===== config.mk =====
export PLATFORM = sky130hd
export DESIGN_NAME = decoder_nto2n_seq
export DESIGN_NICKNAME = d
export VERILOG_FILES = /design/src/rtl/decoder_pkg.sv /design/src/rtl/decoder_nto2n_comb.sv /design/src/rtl/decoder_nto2n_seq.sv
export SDC_FILE = /design/constraint.sdc
export NUM_CORES = 1
export LEC_CHECK = 0
export ABC_AREA = 0
export BUFFER_PORTS_ARGS = -buffer_cell sky130_fd_sc_hd__buf_2
export CORE_UTILIZATION = 30
export DETAILED_ROUTE_END_ITERATION = 12
export SLEW_MARGIN = 20
export SYNTH_ARGS = -nofsm -noshare
export SYNTH_HDL_FRONTEND = slang
export SYNTH_HIERARCHICAL = 1
export SYNTH_SLANG_ARGS = --single-unit
export TNS_END_PERCENT = 10

===== constraint.sdc =====
create_clock -name clk -period 1.61 [get_ports clk]
set_input_delay 0.161 -clock clk [delete_from_list [all_inputs] [get_ports clk]]
set_output_delay 0.161 -clock clk [all_outputs]
set_load 0.05 [all_outputs]

===== src/rtl/decoder_pkg.sv =====
// Shared types and helpers for the registered N-to-2^N select decoder.
// Latency: none, declarations only.
// Backpressure: none, declarations only.
package decoder_pkg;

   // Widest supported address; the select bus can be at most 2^MAX_N lines.
   localparam int MAX_N = 6;
   localparam int MAX_M = 1 << MAX_N;

   // Value of the mode input sampled together with an address load.
   localparam logic MODE_DECODE = 1'b0;
   localparam logic MODE_SCAN   = 1'b1;

   typedef enum logic [1:0] {
      IDLE   = 2'd0,
      DECODE = 2'd1,
      SCAN   = 2'd2
   } state_t;

   // One-hot of idx over 2^n lines, returned at the maximum width.
   // Bits at or above 2^n are always clear, so callers can truncate safely.
   function automatic logic [MAX_M-1:0] onehot(input logic [MAX_N-1:0] idx,
                                               input int n);
      logic [MAX_M-1:0] r;
      r = '0;
      for (int i = 0; i < MAX_M; i++) begin
         r[i] = (i == int'(idx)) && (i < (1 << n));
      end
      return r;
   endfunction

endpackage


===== src/rtl/decoder_nto2n_comb.sv =====
// Combinational N-to-2^N one-hot decoder with active-high enable.
// Latency: zero cycles, purely combinational.
// Backpressure: none; output follows inputs continuously.
module decoder_nto2n_comb
   import decoder_pkg::*;
#(
   parameter int N = 2
)
(
   input  logic [N-1:0]      sel,
   input  logic              en,
   output logic [(2**N)-1:0] y
);

   localparam int M = 2**N;

   // Select line sel goes high when enabled; everything low otherwise.
   always_comb begin
      y = '0;
      if (en) begin
         y = M'(onehot(MAX_N'(sel), N));
      end
   end

endmodule


===== src/rtl/decoder_nto2n_seq.sv =====
// Registered one-hot select: holds a decoded address or walks a one-hot scan.
// Latency: a load or step edge updates D right after that edge; en gates D combinationally.
// Backpressure: addr_ready drops while scanning or while stop is asserted.
module decoder_nto2n_seq
   import decoder_pkg::*;
#(
   parameter int N         = 2,
   parameter int RESET_IDX = 0
)
(
   input  logic              clk,
   input  logic              rst_n,
   input  logic              en,
   input  logic              addr_valid,
   output logic              addr_ready,
   input  logic [N-1:0]      addr,
   input  logic              mode,
   input  logic              step,
   input  logic              stop,
   output logic [(2**N)-1:0] D,
   output logic [N-1:0]      idx,
   output logic              busy,
   output logic              wrap
);

   localparam int M = 2**N;
   localparam logic [N-1:0] IDX_ONE  = N'(1);
   localparam logic [N-1:0] IDX_LAST = N'(M - 1);
   localparam logic [N-1:0] IDX_RST  = N'(RESET_IDX);

   // Reject illegal configurations at elaboration time.
   if (N < 1 || N > MAX_N) begin : g_bad_n
      $error("decoder_nto2n_seq: N must be in 1..%0d", MAX_N);
   end
   if (RESET_IDX < 0 || RESET_IDX >= M) begin : g_bad_reset_idx
      $error("decoder_nto2n_seq: RESET_IDX must be below 2**N");
   end

   state_t       state;
   state_t       state_nxt;
   logic [N-1:0] idx_nxt;
   logic         wrap_nxt;
   logic [M-1:0] d_reg;
   logic [M-1:0] d_nxt;
   logic         load;
   logic         sel_active;

   // A load is only possible outside SCAN, and stop always wins over a load.
   assign addr_ready = (state != SCAN) && !stop;
   assign load       = addr_valid && addr_ready;

   // Next state, next index and wrap pulse; stop has priority over load and step.
   always_comb begin
      state_nxt = state;
      idx_nxt   = idx;
      wrap_nxt  = 1'b0;
      if (stop) begin
         state_nxt = IDLE;
      end else if (load) begin
         idx_nxt   = addr;
         state_nxt = (mode == MODE_SCAN) ? SCAN : DECODE;
      end else if ((state == SCAN) && step) begin
         // N-bit arithmetic wraps M-1 back to 0 naturally.
         idx_nxt  = idx + IDX_ONE;
         wrap_nxt = (idx == IDX_LAST);
      end
   end

   // The register image of D is computed from next-state values so it is
   // valid directly after the edge that loads or steps.
   assign sel_active = (state_nxt != IDLE);

   decoder_nto2n_comb #(
      .N (N)
   ) u_core (
      .sel (idx_nxt),
      .en  (sel_active),
      .y   (d_nxt)
   );

   // State, index, wrap pulse and select register with synchronous reset.
   always_ff @(posedge clk) begin
      if (!rst_n) begin
         state <= IDLE;
         idx   <= IDX_RST;
         wrap  <= 1'b0;
         d_reg <= '0;
      end else begin
         state <= state_nxt;
         idx   <= idx_nxt;
         wrap  <= wrap_nxt;
         d_reg <= d_nxt;
      end
   end

   // Output enable masks the bus only; the selection reappears with no delay.
   assign D    = en ? d_reg : '0;
   assign busy = (state != IDLE);

endmodule


# ---- After elaboration in Yosys (flattened, before gate mapping)
# Cells that the tools add are included.
dict set report word_totals {
  regBits 9
  input_bits 9
  out_inout_bits 9
  wordCells 29
}
dict set report op_classes {
  add_sub_neg 1
  eq_ne 6
  muxes 7
  bitwise 2
  n_reduce_logical 9
}
# operator count
set ops {}
lappend ops {{$mux W2} 6}
lappend ops {{$eq A2 B2 Y1 const A} 2}
lappend ops {{$eq A2 B2 Y1 const B} 2}
lappend ops {{$mux W4} 1}
lappend ops {{$reduce_bool A2 Y1} 2}
lappend ops {{$reduce_or A4 Y1} 1}
lappend ops {{$logic_and A1 B1 Y1} 3}
lappend ops {{$add A2 B1 Y2 const B} 1}
lappend ops {{$eq A1 B2 Y1 const A} 1}
lappend ops {{$logic_not A2 Y1} 1}
lappend ops {{$ne A2 B2 Y1 const B} 1}
lappend ops {{$not A1 Y1} 2}
lappend ops {{$reduce_and A2 Y1} 1}
lappend ops {{$logic_not A1 Y1} 1}

# ---- Logic depth before layout (Yosys ltp)
# Gate-level depths: netlist of run 1.
dict set report logic_depth {
  word_depth 7
  ltp_mapped 5
  ltp_nobuf 5
}

# ---- Cells and area by module
# Netlist of run 1, hierarchy kept.
# mod n_inst cells_each area_per_inst_um2 seq_area_each_um2
set by_module_without_submodules {}
lappend by_module_without_submodules {decoder_nto2n_seq 1 51 456.7 180.2}
lappend by_module_without_submodules {decoder_nto2n_comb 1 4 37.5 0.0}

# ---- Worst setup path after synthesis of run 1
# No wires, ideal clock.
dict set report synth_timing {
  path_type {register to register}
  from {reg idx[0]}
  to {reg d_reg[3]}
  setup_time_ns 0.115
  t_arrival_ns 1.673
  required_time_ns 1.495
  setup_slack_ns -0.178
  path_stages_with_launch 6
  n_path_buf 0
  synth_period_minus_slack_ns 1.788
  path_cell_list {dfxtp_1 -> or3b_1 -> a21oi_1 -> or3_1 -> and3_2 -> and2_1}
}
dict set report synth_via {
  elab_chain_len 5
}
# element line_no
set synth_rtl {}
lappend synth_rtl {{start, declared} decoder_nto2n_seq.sv:21} ;# output logic [N-1:0] idx,
lappend synth_rtl {{start signal, assigned} decoder_nto2n_seq.sv:90} ;# idx <= idx_nxt;
lappend synth_rtl {{$add A2 B1 Y2} decoder_nto2n_seq.sv:64} ;# idx_nxt = idx + IDX_ONE;
lappend synth_rtl {{$mux W2} decoder_nto2n_seq.sv:62} ;# end else if ((state == SCAN) && step) begin
lappend synth_rtl {{$mux W2} decoder_nto2n_seq.sv:59} ;# end else if (load) begin
lappend synth_rtl {{$mux W2 (*)} decoder_nto2n_seq.sv:57} ;# if (stop) begin
lappend synth_rtl {{net idx_nxt[0]} decoder_nto2n_seq.sv:41} ;# logic [N-1:0] idx_nxt;
lappend synth_rtl {{$eq A1 B2 Y1 (*)} decoder_pkg.sv:27} ;# r[i] = (i == int'(idx)) && (i < (1 << n));
lappend synth_rtl {{end signal, assigned} decoder_nto2n_seq.sv:92} ;# d_reg <= d_nxt;
lappend synth_rtl {{end, declared} decoder_nto2n_seq.sv:43} ;# logic [M-1:0] d_reg;
# Mark *: on every way through the listed nets, which the timed path passes. The rest lies on a longest branch.
# A chain may end at the register's enable or synchronous reset.

# ---- Final worst setup path of run 1
dict set report layout_timing {
  from {reg state[0]}
  to {reg d_reg[3]}
}
dict set report layout_via {
  word_cells_on_any_way 13
  classes_between {eq/ne (3); mux (5); reduce/logical (5)}
}
# element line_no
set layout_lines {}
lappend layout_lines {{start, declared} decoder_nto2n_seq.sv:39} ;# state_t state;
lappend layout_lines {{start signal, assigned} decoder_nto2n_seq.sv:89} ;# state <= state_nxt;
lappend layout_lines {{$eq A2 B2 Y1 / $ne A2 B2 Y1 (equally long branches)} {decoder_nto2n_seq.sv:62, decoder_nto2n_seq.sv:49}}
lappend layout_lines {{$logic_and A1 B1 Y1 (on tied branches)} {decoder_nto2n_seq.sv:62, decoder_nto2n_seq.sv:49}}
lappend layout_lines {{$mux W2 / $logic_and A1 B1 Y1 (equally long branches)} {decoder_nto2n_seq.sv:62, decoder_nto2n_seq.sv:50}}
lappend layout_lines {{$mux W2 (*)} decoder_nto2n_seq.sv:59}
lappend layout_lines {{$mux W2 (*)} decoder_nto2n_seq.sv:57}
lappend layout_lines {{net idx_nxt[0]} decoder_nto2n_seq.sv:41}
lappend layout_lines {{$eq A1 B2 Y1 (*)} decoder_pkg.sv:27}
# Marked as above.

==> results.tsv, run 1 <==
stage	metric	value	unit
floorplanning	io pins	18	
cells_and_area	n_diodes	0	
power_and_ir_drop	Pint	0.371	mW
synth	Synth Area in XOR/XNOR	0	
timing	final setup TNS	0	ns
timing	Final Hold Viols	0	
timing	final setup violation count	0	
synth	sequential area share after synthesis	0.365	
routing	DRC	0	
synth	syn_area_per_cell	8.99	um2
synth	synthesized flop and latch total	9	
synth	multiplexer area fraction after synthesis	0	
routing	DR iter-0 viols	4	
cells_and_area	area of the multi-input gates	303	um2
cells_and_area	fin nets	88	
floorplanning	Initial Util	0.324	
hold_path	worst min-delay path class	in -> reg	
clock_tree	latest clock arrival within the worst-skew pair	0.26	ns
power_and_ir_drop	Net Sw Frac	0.293	
placed_design	routability cong.	0.841	
floorplanning	die width	42.6	um
placed_design	Port-buffer cells	17	
floorplanning	die area	0.00181	mm2
cells_and_area	Layout fillers	167	
synth	compound-gate portion of the synthesized area	0.142	
synth	synthesized area	494	um2
grt	number of global-route vias before repair	407	
clock_tree	CTS clk-pin slew, worst paths	0.06	ns
power_and_ir_drop	Peak VDD IR	0.000320	V
placed_design	Post-DP HPWL	752	um
cells_and_area	Layout Area Growth over Synthesis	28.9	%
timing	Final period util	0.929	
routing	Detailed Routing Iterations Pass 1	2	
synth	top area cells in the synthesized netlist	dfxtp_1, and2_1, nand2b_1	
synth	top cell type's share of synthesized area	0.365	
clock_tree	Clock Sinks	9	
timing	Slew @ Worst Pin	0.338	ns
cells_and_area	max reg flops	4	
run	max-cap check violation count	0	
power_and_ir_drop	Leak	0.303	nW
grt	grt total ovfl	0	
synth	Synth area leader	dfxtp_1	
timing	Worst slew margin	0.773	
routing	WL per Instance	10.2	um
power_and_ir_drop	Clk network pwr share	0.332	
grt	largest net degree at the start of global routing	9	
cells_and_area	register area	184	um2
hold_path	WHS Path Cells	2	
setup_path	Crit Path Category	reg -> reg	
setup_path	worst-case reg-to-reg path depth	5	
setup_path	crit-path max FO	6	
floorplanning	CORE AREA	0.00152	mm2
timing	Final Skew	0.00405	ns
grt	GRT Total Usage	0.115	
synth	Synth Instances	55	
synth	Ys Warns	6	
clock_tree	CTS resizes	0	
synth	synth unique cells	27	
power_and_ir_drop	Net Sw Power	0.154	mW
clock_tree	clk root buf	clkbuf_4	
clock_tree	CTS H-tree depth	1	
clock_tree	Hold-fix buffers, CTS	0	
floorplanning	Die Y	42.6	um
clock_tree	TritonCTS Buffers	3	
timing	Tmin final	1.50	ns
floorplanning	Cell Rows	14	
timing	RSZ-0062 raised after global routing	no	
routing	Final ANT Viol Nets	0	
outcome	status	complete, no violations	
timing	fmax	669	MHz
clock_tree	CTS tree	built	
grt	first-pass GRT wire length	1590	um
power_and_ir_drop	Power Density	823	mW/mm2
setup_path	CP Launch Type	register	
power_and_ir_drop	combinational share of power	0.212	
routing	WL final	953	um
synth	Adder-Cell Fraction of Synth Area	0.0253	
clock_tree	post-CTS setup buffers	0	
power_and_ir_drop	power share of the sequential group	0.456	
routing	vias	462	
grt	initial antenna violation count	0	
setup_path	CP endpoint kind	register	
timing	Slew Limit Fails	0	
routing	vias per cell	4.97	
setup_path	required time of the critical path	1.76	ns
clock_tree	clk buf depth	2	
cells_and_area	Finished Core Util	0.418	
synth	simple-gate area share of the yosys netlist	0.446	
synth	Mapped Nets	65	
cells_and_area	share of cells above drive strength 1	0.403	
synth	largest family of logic cells by synthesized area	simple AND/OR/NAND/NOR gates	
setup_path	crit path DAT	1.65	ns
-- synthesized netlist by cell type --
| library cell | count |
|---|---|
| a211oi_1 | 1 |
| a21oi_1 | 2 |
| a22oi_1 | 1 |
| a311oi_1 | 1 |
| a31oi_1 | 1 |
| and2_1 | 8 |
| and2b_2 | 1 |
| and3_2 | 1 |
| and3_4 | 1 |
| and3b_1 | 2 |
| dfxtp_1 | 9 |
| ha_1 | 1 |
| inv_1 | 3 |
| nand2_1 | 4 |
| nand2b_1 | 4 |
| nand2b_4 | 1 |
| nand4bb_1 | 1 |
| nor2_1 | 4 |
| nor2b_1 | 1 |
| nor3_1 | 1 |
| nor3b_2 | 1 |
| o21ai_1 | 1 |
| o31a_1 | 1 |
| o32ai_2 | 1 |
| or2_2 | 1 |
| or3_1 | 1 |
| or3b_1 | 1 |
-- layout make-up --
type	count	area share
multi-input combinational	43	0.475
sequential	9	0.289
timing repair buffer	18	0.145
clock buffer	4	0.0413
tap	16	0.0314
inverter	3	0.0177
-- stage by stage --
stage | hold WS (ns) | total power, mW | instance area, um2 | cells | worst slack [ns]
2_1_floorplan | 0.257 | 0.321 | 495 | 55 | 0.00414
3_3_place_gp | 0.373 | 0.356 | 608 | 89 | 0.0959
3_5_place_dp | 0.368 | 0.356 | 608 | 89 | 0.0612
4_1_cts | 0.0938 | 0.535 | 634 | 93 | 0.0454
5_1_grt | 0.106 | 0.556 | 637 | 93 | 0.0126
6_report | 0.0971 | 0.524 | 637 | 93 | 0.115
-- worst max-delay path, cell delays in order (launching register included) --
cell,delay (ns)
dfxtp_2,0.34
nand2b_4,0.15
and3_4,0.17
or3_1,0.39
and3_2,0.21
and2_1,0.14
-- power by group through the flow --
| stage | sequential [mW] | clock, mW | combinational, mW |
|---|---|---|---|
| global route | 0.240 | 0.194 | 0.121 |
| detailed placement | 0.244 | 0 | 0.112 |
| floorplan | 0.255 | 0 | 0.0655 |
| global placement | 0.243 | 0 | 0.112 |
| finish | 0.239 | 0.174 | 0.111 |
| CTS | 0.239 | 0.184 | 0.112 |
-- metal layers --
| metal | wire (um) | GRT usage | vias to the layer above |
|---|---|---|---|
| met5 | 0 | 0 | - |
| met4 | 5 | 0.0375 | 0 |
| met3 | 48 | 0.0388 | 2 |
| met2 | 432 | 0.185 | 14 |
| met1 | 467 | 0.143 | 211 |
| li1 | - | - | 235 |
-- final timing paths --
| check | start | endpoint | slack (ns) |
|---|---|---|---|
| worst min-delay path | mode | state[0] | 0.1 |
| worst min register to register | idx[1] | idx[1] | 0.51 |
| worst max register to register | state[0] | d_reg[3] | 0.11 |
| worst max-delay path | state[0] | d_reg[3] | 0.11 |
-- placed cells by master (no fill, tap or decap), drive strengths merged --
cell type,instances
buf,18
dfxtp,9
and2,8
nand2b,5
nor2,4
nand2,4
clkbuf,4
inv,3
a21oi,2
and3b,2
and3,2
and2b,1
or3b,1
nor2b,1
o21ai,1
or3,1
or2,1
nand4bb,1
o32ai,1
a31oi,1
o31a,1
a211oi,1
a311oi,1
nor3,1
a22oi,1
ha,1
nor3b,1
-- kinds of logic (layout without fill, tap and decap cells) --
kind of cell / Yosys count / in the layout
simple gates: 33 / 33
flops: 9 / 9
buf+inv: 3 / 25
fa+ha+maj: 1 / 1
compound gates: 9 / 9
Note: power is estimated with default switching activity, not from simulation.
==> run 2, diff against run 1 <==
--- a/config.mk
+++ b/config.mk
@@ -9,6 +9,7 @@
 export BUFFER_PORTS_ARGS = -buffer_cell sky130_fd_sc_hd__buf_2
 export CORE_UTILIZATION = 30
 export DETAILED_ROUTE_END_ITERATION = 12
+export PLACE_DENSITY = 0.62
 export SLEW_MARGIN = 20
 export SYNTH_ARGS = -nofsm -noshare
 export SYNTH_HDL_FRONTEND = slang
==> run 2 against run 1 <==
  * Register-to-register slack lost 0.02 ns
  * Cell count did not move
  * Sequential power about the same
  * Clock skew rose by 0.0042 ns
  * Clock power is essentially flat
  * First-iteration DRC count rose by 130%
  * Sequential share of layout area decreased by 0.28 points
  * Combinational power is essentially flat
  * Critical path depth stayed put
  * Critical endpoint is now d_reg[2]
  * Highest routed layer unchanged
==> results.tsv, run 2 (synthesized netlist as in run 1, its figures left out) <==
stage	metric	value	unit
outcome	status	complete, no violations	
setup_path	Buffers & Inverters on Critical Path	0	
setup_path	CP endpoint kind	register	
setup_path	slowest cell on the critical path	or3b_1	
timing	Final period util	0.938	
cells_and_area	n_diodes	0	
cells_and_area	Layout fillers	170	
timing	final setup violation count	0	
clock_tree	CTS tree	built	
timing	fmax	662	MHz
routing	Final ANT Viol Nets	0	
timing	Worst slew margin	0.823	
power_and_ir_drop	Net Sw Frac	0.293	
routing	vias	463	
clock_tree	clk buf depth	2	
grt	first-pass GRT wire length	1610	um
cells_and_area	area of the multi-input gates	309	um2
setup_path	Crit Path Category	reg -> reg	
clock_tree	CTS clk-pin slew, worst paths	0.06	ns
run	max-cap check violation count	0	
clock_tree	Clock Sinks	9	
grt	initial antenna violation count	0	
power_and_ir_drop	Pint	0.372	mW
placed_design	routability cong.	0.838	
timing	Slew Limit Fails	0	
power_and_ir_drop	Clk network pwr share	0.329	
grt	number of global-route vias before repair	419	
clock_tree	clk root buf	clkbuf_4	
clock_tree	TritonCTS Buffers	3	
grt	largest net degree at the start of global routing	9	
timing	worst hold margin	0.0936	ns
power_and_ir_drop	Net Sw Power	0.154	mW
power_and_ir_drop	Power Density	819	mW/mm2
placed_design	Post-DP HPWL	770	um
floorplanning	CORE AREA	0.00152	mm2
timing	RSZ-0062 raised after global routing	no	
floorplanning	Initial Util	0.324	
routing	vias per cell	4.98	
setup_path	crit path DAT	1.67	ns
floorplanning	die width	42.6	um
setup_path	CP Cell Sequence	or3b_1 -> a21oi_1 -> or3_1 -> and3b_1 -> and2_1	
grt	met1 usage	0.134	
timing	Slew @ Worst Pin	0.265	ns
power_and_ir_drop	combinational share of power	0.216	
clock_tree	latest clock arrival within the worst-skew pair	0.26	ns
routing	WL final	986	um
setup_path	crit-path max FO	6	
setup_path	worst r2r src	idx[0]	
timing	Final WS setup	0.0992	ns
clock_tree	CTS H-tree depth	1	
timing	Tmin final	1.51	ns
placed_design	dpl ws	0.0376	ns
routing	DRC	0	
setup_path	CP Launch Type	register	
grt	GRT Total Usage	0.120	
grt	met2 usage	0.194	
timing	Final Skew	0.00825	ns
cells_and_area	max reg flops	4	
cells_and_area	share of cells above drive strength 1	0.416	
timing	final setup TNS	0	ns
cells_and_area	register area	184	um2
grt	grt total ovfl	0	
grt	layer with the highest usage	met2	
hold_path	Hold Crit Start	mode	
power_and_ir_drop	Peak VDD IR	0.000339	V
power_and_ir_drop	Leak	0.303	nW
power_and_ir_drop	Final Power	0.526	mW
setup_path	required time of the critical path	1.77	ns
cells_and_area	Layout Area Growth over Synthesis	30.1	%
routing	DR iter-0 viols	9	
hold_path	worst min-delay path class	in -> reg	
floorplanning	io pins	18	
timing	Final Hold Viols	0	
routing	Detailed Routing Iterations Pass 1	4	
floorplanning	die area	0.00181	mm2
cells_and_area	most common cell after layout, fill and taps aside	buf_2	
floorplanning	Die Y	42.6	um
routing	WL per Instance	10.6	um
grt	met3 GRT Util	0.0388	
cells_and_area	fin nets	88	
power_and_ir_drop	power share of the sequential group	0.455	
floorplanning	Cell Rows	14	
setup_path	CP Launch Point	idx[0]	
setup_path	CP peak stage delay	0.38	ns
placed_design	Port-buffer cells	17	
setup_path	CP top delay family	simple AND/OR/NAND/NOR gates	
cells_and_area	most frequent cells in the layout	buf_2, and2_1, dfxtp_1	
==> run 2: cell counts in the layout (fill, tap and decap cells not counted) <==
Identical to the previous run, type by type.
==> run 2: worst paths after layout <==
check,to,slack [ns],cells past startpoint
worst max-delay path,d_reg[2],0.1,5
worst min-delay path,state[0],0.09,2
worst min register to register,wrap,0.54,2
worst max register to register,d_reg[2],0.1,5
==> run 2: final cells by class <==
type,count,area share
flip-flops and latches,9,0.286
inverters,3,0.0175
well taps,16,0.0311
clock buffers,4,0.0409
multi-input cells,43,0.481
repair buffers,18,0.144
==> run 2: what timing repair did <==
action / in CTS / in global routing
setup buffers: 0 / 0
hold buffers: 0 / 0
resized for setup: 0 / 3
endpoints found under the setup margin: 0 / 3
==> run 2: stage by stage <==
| stage | util | std cells | area, um2 |
|---|---|---|---|
| 2_1_floorplan | - | 55 | 495 |
| 3_3_place_gp | 0.399 | 89 | 608 |
| 3_5_place_dp | 0.399 | 89 | 608 |
| 4_1_cts | 0.416 | 93 | 634 |
| 5_1_grt | 0.422 | 93 | 643 |
| 6_report | 0.422 | 93 | 643 |
==> run 2: layer usage <==
metal,up-vias,wire length (um)
met2,16,472
met1,208,450
met5,-,0
met3,4,45
met4,0,17
li1,235,-
==> run 2: power groups by stage <==
stage	clock network (mW)	registers (mW)	logic [mW]
final	0.173	0.240	0.114
after global routing	0.192	0.241	0.124
after CTS	0.183	0.239	0.113
after detailed placement	0	0.244	0.112
after global placement	0	0.243	0.112
after floorplan	0	0.255	0.0655
==> run 3, diff against run 2 <==
--- a/config.mk
+++ b/config.mk
@@ -9,6 +9,7 @@
 export BUFFER_PORTS_ARGS = -buffer_cell sky130_fd_sc_hd__buf_2
 export CORE_UTILIZATION = 30
 export DETAILED_ROUTE_END_ITERATION = 12
+export HOLD_SLACK_MARGIN = 0.1
 export PLACE_DENSITY = 0.62
 export SLEW_MARGIN = 20
 export SYNTH_ARGS = -nofsm -noshare
==> constraint.sdc (replaced) <==
create_clock -name clk -period 1.9 [get_ports clk]
set_input_delay 0.19 -clock clk [delete_from_list [all_inputs] [get_ports clk]]
set_output_delay 0.19 -clock clk [all_outputs]
set_load 0.05 [all_outputs]
==> run 3 against run 2 <==
  * Clock skew fell by 0.0021 ns
  * Global-route usage shrank 0.98 points
  * Power fell by 16%
  * Highest routed layer unchanged
==> results.tsv, run 3 (synthesized netlist as in run 1, its figures left out) <==
stage	metric	value	unit
outcome	status	complete, no violations	
timing	fmax	641	MHz
timing	Slew @ Worst Pin	0.377	ns
routing	Detailed Routing Iterations Pass 1	4	
setup_path	required time of the critical path	2.05	ns
clock_tree	post-CTS setup buffers	0	
timing	RSZ-0062 raised after global routing	no	
setup_path	CP endpoint kind	register	
timing	Tmin final	1.56	ns
clock_tree	CTS resizes	0	
grt	initial antenna violation count	0	
setup_path	worst reg-to-reg setup slack	0.34	ns
clock_tree	clk root buf	clkbuf_4	
placed_design	routability cong.	0.825	
cells_and_area	Layout fillers	166	
setup_path	crit path DAT	1.71	ns
grt	largest net degree at the start of global routing	9	
placed_design	Port-buffer cells	17	
hold_path	worst min-delay path class	in -> reg	
setup_path	CP Cell Sequence	and2b_2 -> o21ai_1 -> or3_1 -> and3_2 -> and2_1	
routing	vias per cell	4.98	
setup_path	Crit Path Category	reg -> reg	
cells_and_area	share of cells above drive strength 1	0.355	
power_and_ir_drop	Peak VDD IR	0.000289	V
clock_tree	CTS tree	built	
clock_tree	CTS clk-pin slew, worst paths	0.06	ns
cells_and_area	max reg flops	4	
cells_and_area	most common cell after layout, fill and taps aside	buf_2	
run	max-cap check violation count	0	
timing	Final WS setup	0.340	ns
placed_design	dpl ws	0.345	ns
cells_and_area	Layout Area Growth over Synthesis	26.6	%
timing	final setup violation count	0	
setup_path	Buffers & Inverters on Critical Path	0	
timing	Final Skew	0.00610	ns
routing	DR iter-0 viols	6	
clock_tree	TritonCTS Buffers	3	
setup_path	slowest cell on the critical path	dfxtp_1	
floorplanning	die area	0.00181	mm2
clock_tree	clk buf depth	2	
setup_path	CP peak stage delay	0.44	ns
setup_path	crit-path max FO	6	
power_and_ir_drop	Leak	0.297	nW
floorplanning	io pins	18	
timing	final setup TNS	0	ns
floorplanning	Initial Util	0.324	
power_and_ir_drop	Power Density	704	mW/mm2
clock_tree	latest clock arrival within the worst-skew pair	0.26	ns
timing	Worst slew margin	0.747	
timing	worst hold margin	0.139	ns
floorplanning	die width	42.6	um
floorplanning	CORE AREA	0.00152	mm2
setup_path	CP Launch Type	register	
timing	Slew Limit Fails	0	
floorplanning	Cell Rows	14	
floorplanning	Die Y	42.6	um
cells_and_area	n_diodes	0	
routing	vias	458	
grt	first-pass GRT wire length	1470	um
clock_tree	CTS H-tree depth	1	
cells_and_area	fin nets	87	
routing	WL per Instance	10.2	um
grt	number of global-route vias before repair	374	
routing	WL final	938	um
grt	GRT Total Usage	0.110	
setup_path	CP top delay family	simple AND/OR/NAND/NOR gates	
clock_tree	Clock Sinks	9	
timing	Final Hold Viols	0	
grt	grt total ovfl	0	
routing	Final ANT Viol Nets	0	
clock_tree	Hold-fix buffers, CTS	0	
cells_and_area	most frequent cells in the layout	buf_2, dfxtp_1, and2_1	
timing	Final period util	0.821	
placed_design	Post-DP HPWL	739	um
routing	DRC	0	
run 3: cell types whose count changed in the layout (fill, tap and decap cells not counted), sizes merged:
cell  change
buf       -1
run 3: path summary, 6_finish.rpt:
path / startpoint / to / cells past startpoint
max: state[1] / d_reg[3] / 5
min: mode / state[0] / 2
max reg2reg: state[1] / d_reg[3] / 5
min reg2reg: idx[1] / idx[1] / 2
run 3: cell type report:
type,count,area [um2],area share
multi-input cells,43,303,0.484
flip-flops and latches,9,180,0.288
repair buffers,17,85.1,0.136
clock buffers,4,26.3,0.0420
well taps,16,20.0,0.0320
inverters,3,11.3,0.0180
run 3: per-stage QoR:
step	instances	power, mW	util	area (um2)
after floorplan	55	0.271	-	494
after CTS	92	0.451	0.411	626
after global routing	92	0.466	0.411	626
after detailed placement	88	0.300	0.393	599
final	92	0.440	0.411	626
after global placement	88	0.299	0.393	599
run 3: power by group:
group,leakage (nW),internal (mW),switching (mW)
combinational,0.209,0.0354,0.0578
clock,0.0150,0.0808,0.0641
sequential,0.0732,0.196,0.00633
total,0.297,0.312,0.128
run 3: per-layer routing:
layer / vias to the layer above / track usage / routed length (um)
met2: 16 / 0.185 / 461
met5: - / 0 / 0
met4: 0 / 0.0563 / 4
met3: 2 / 0.0388 / 58
met1: 207 / 0.120 / 414
li1: 233 / - / -
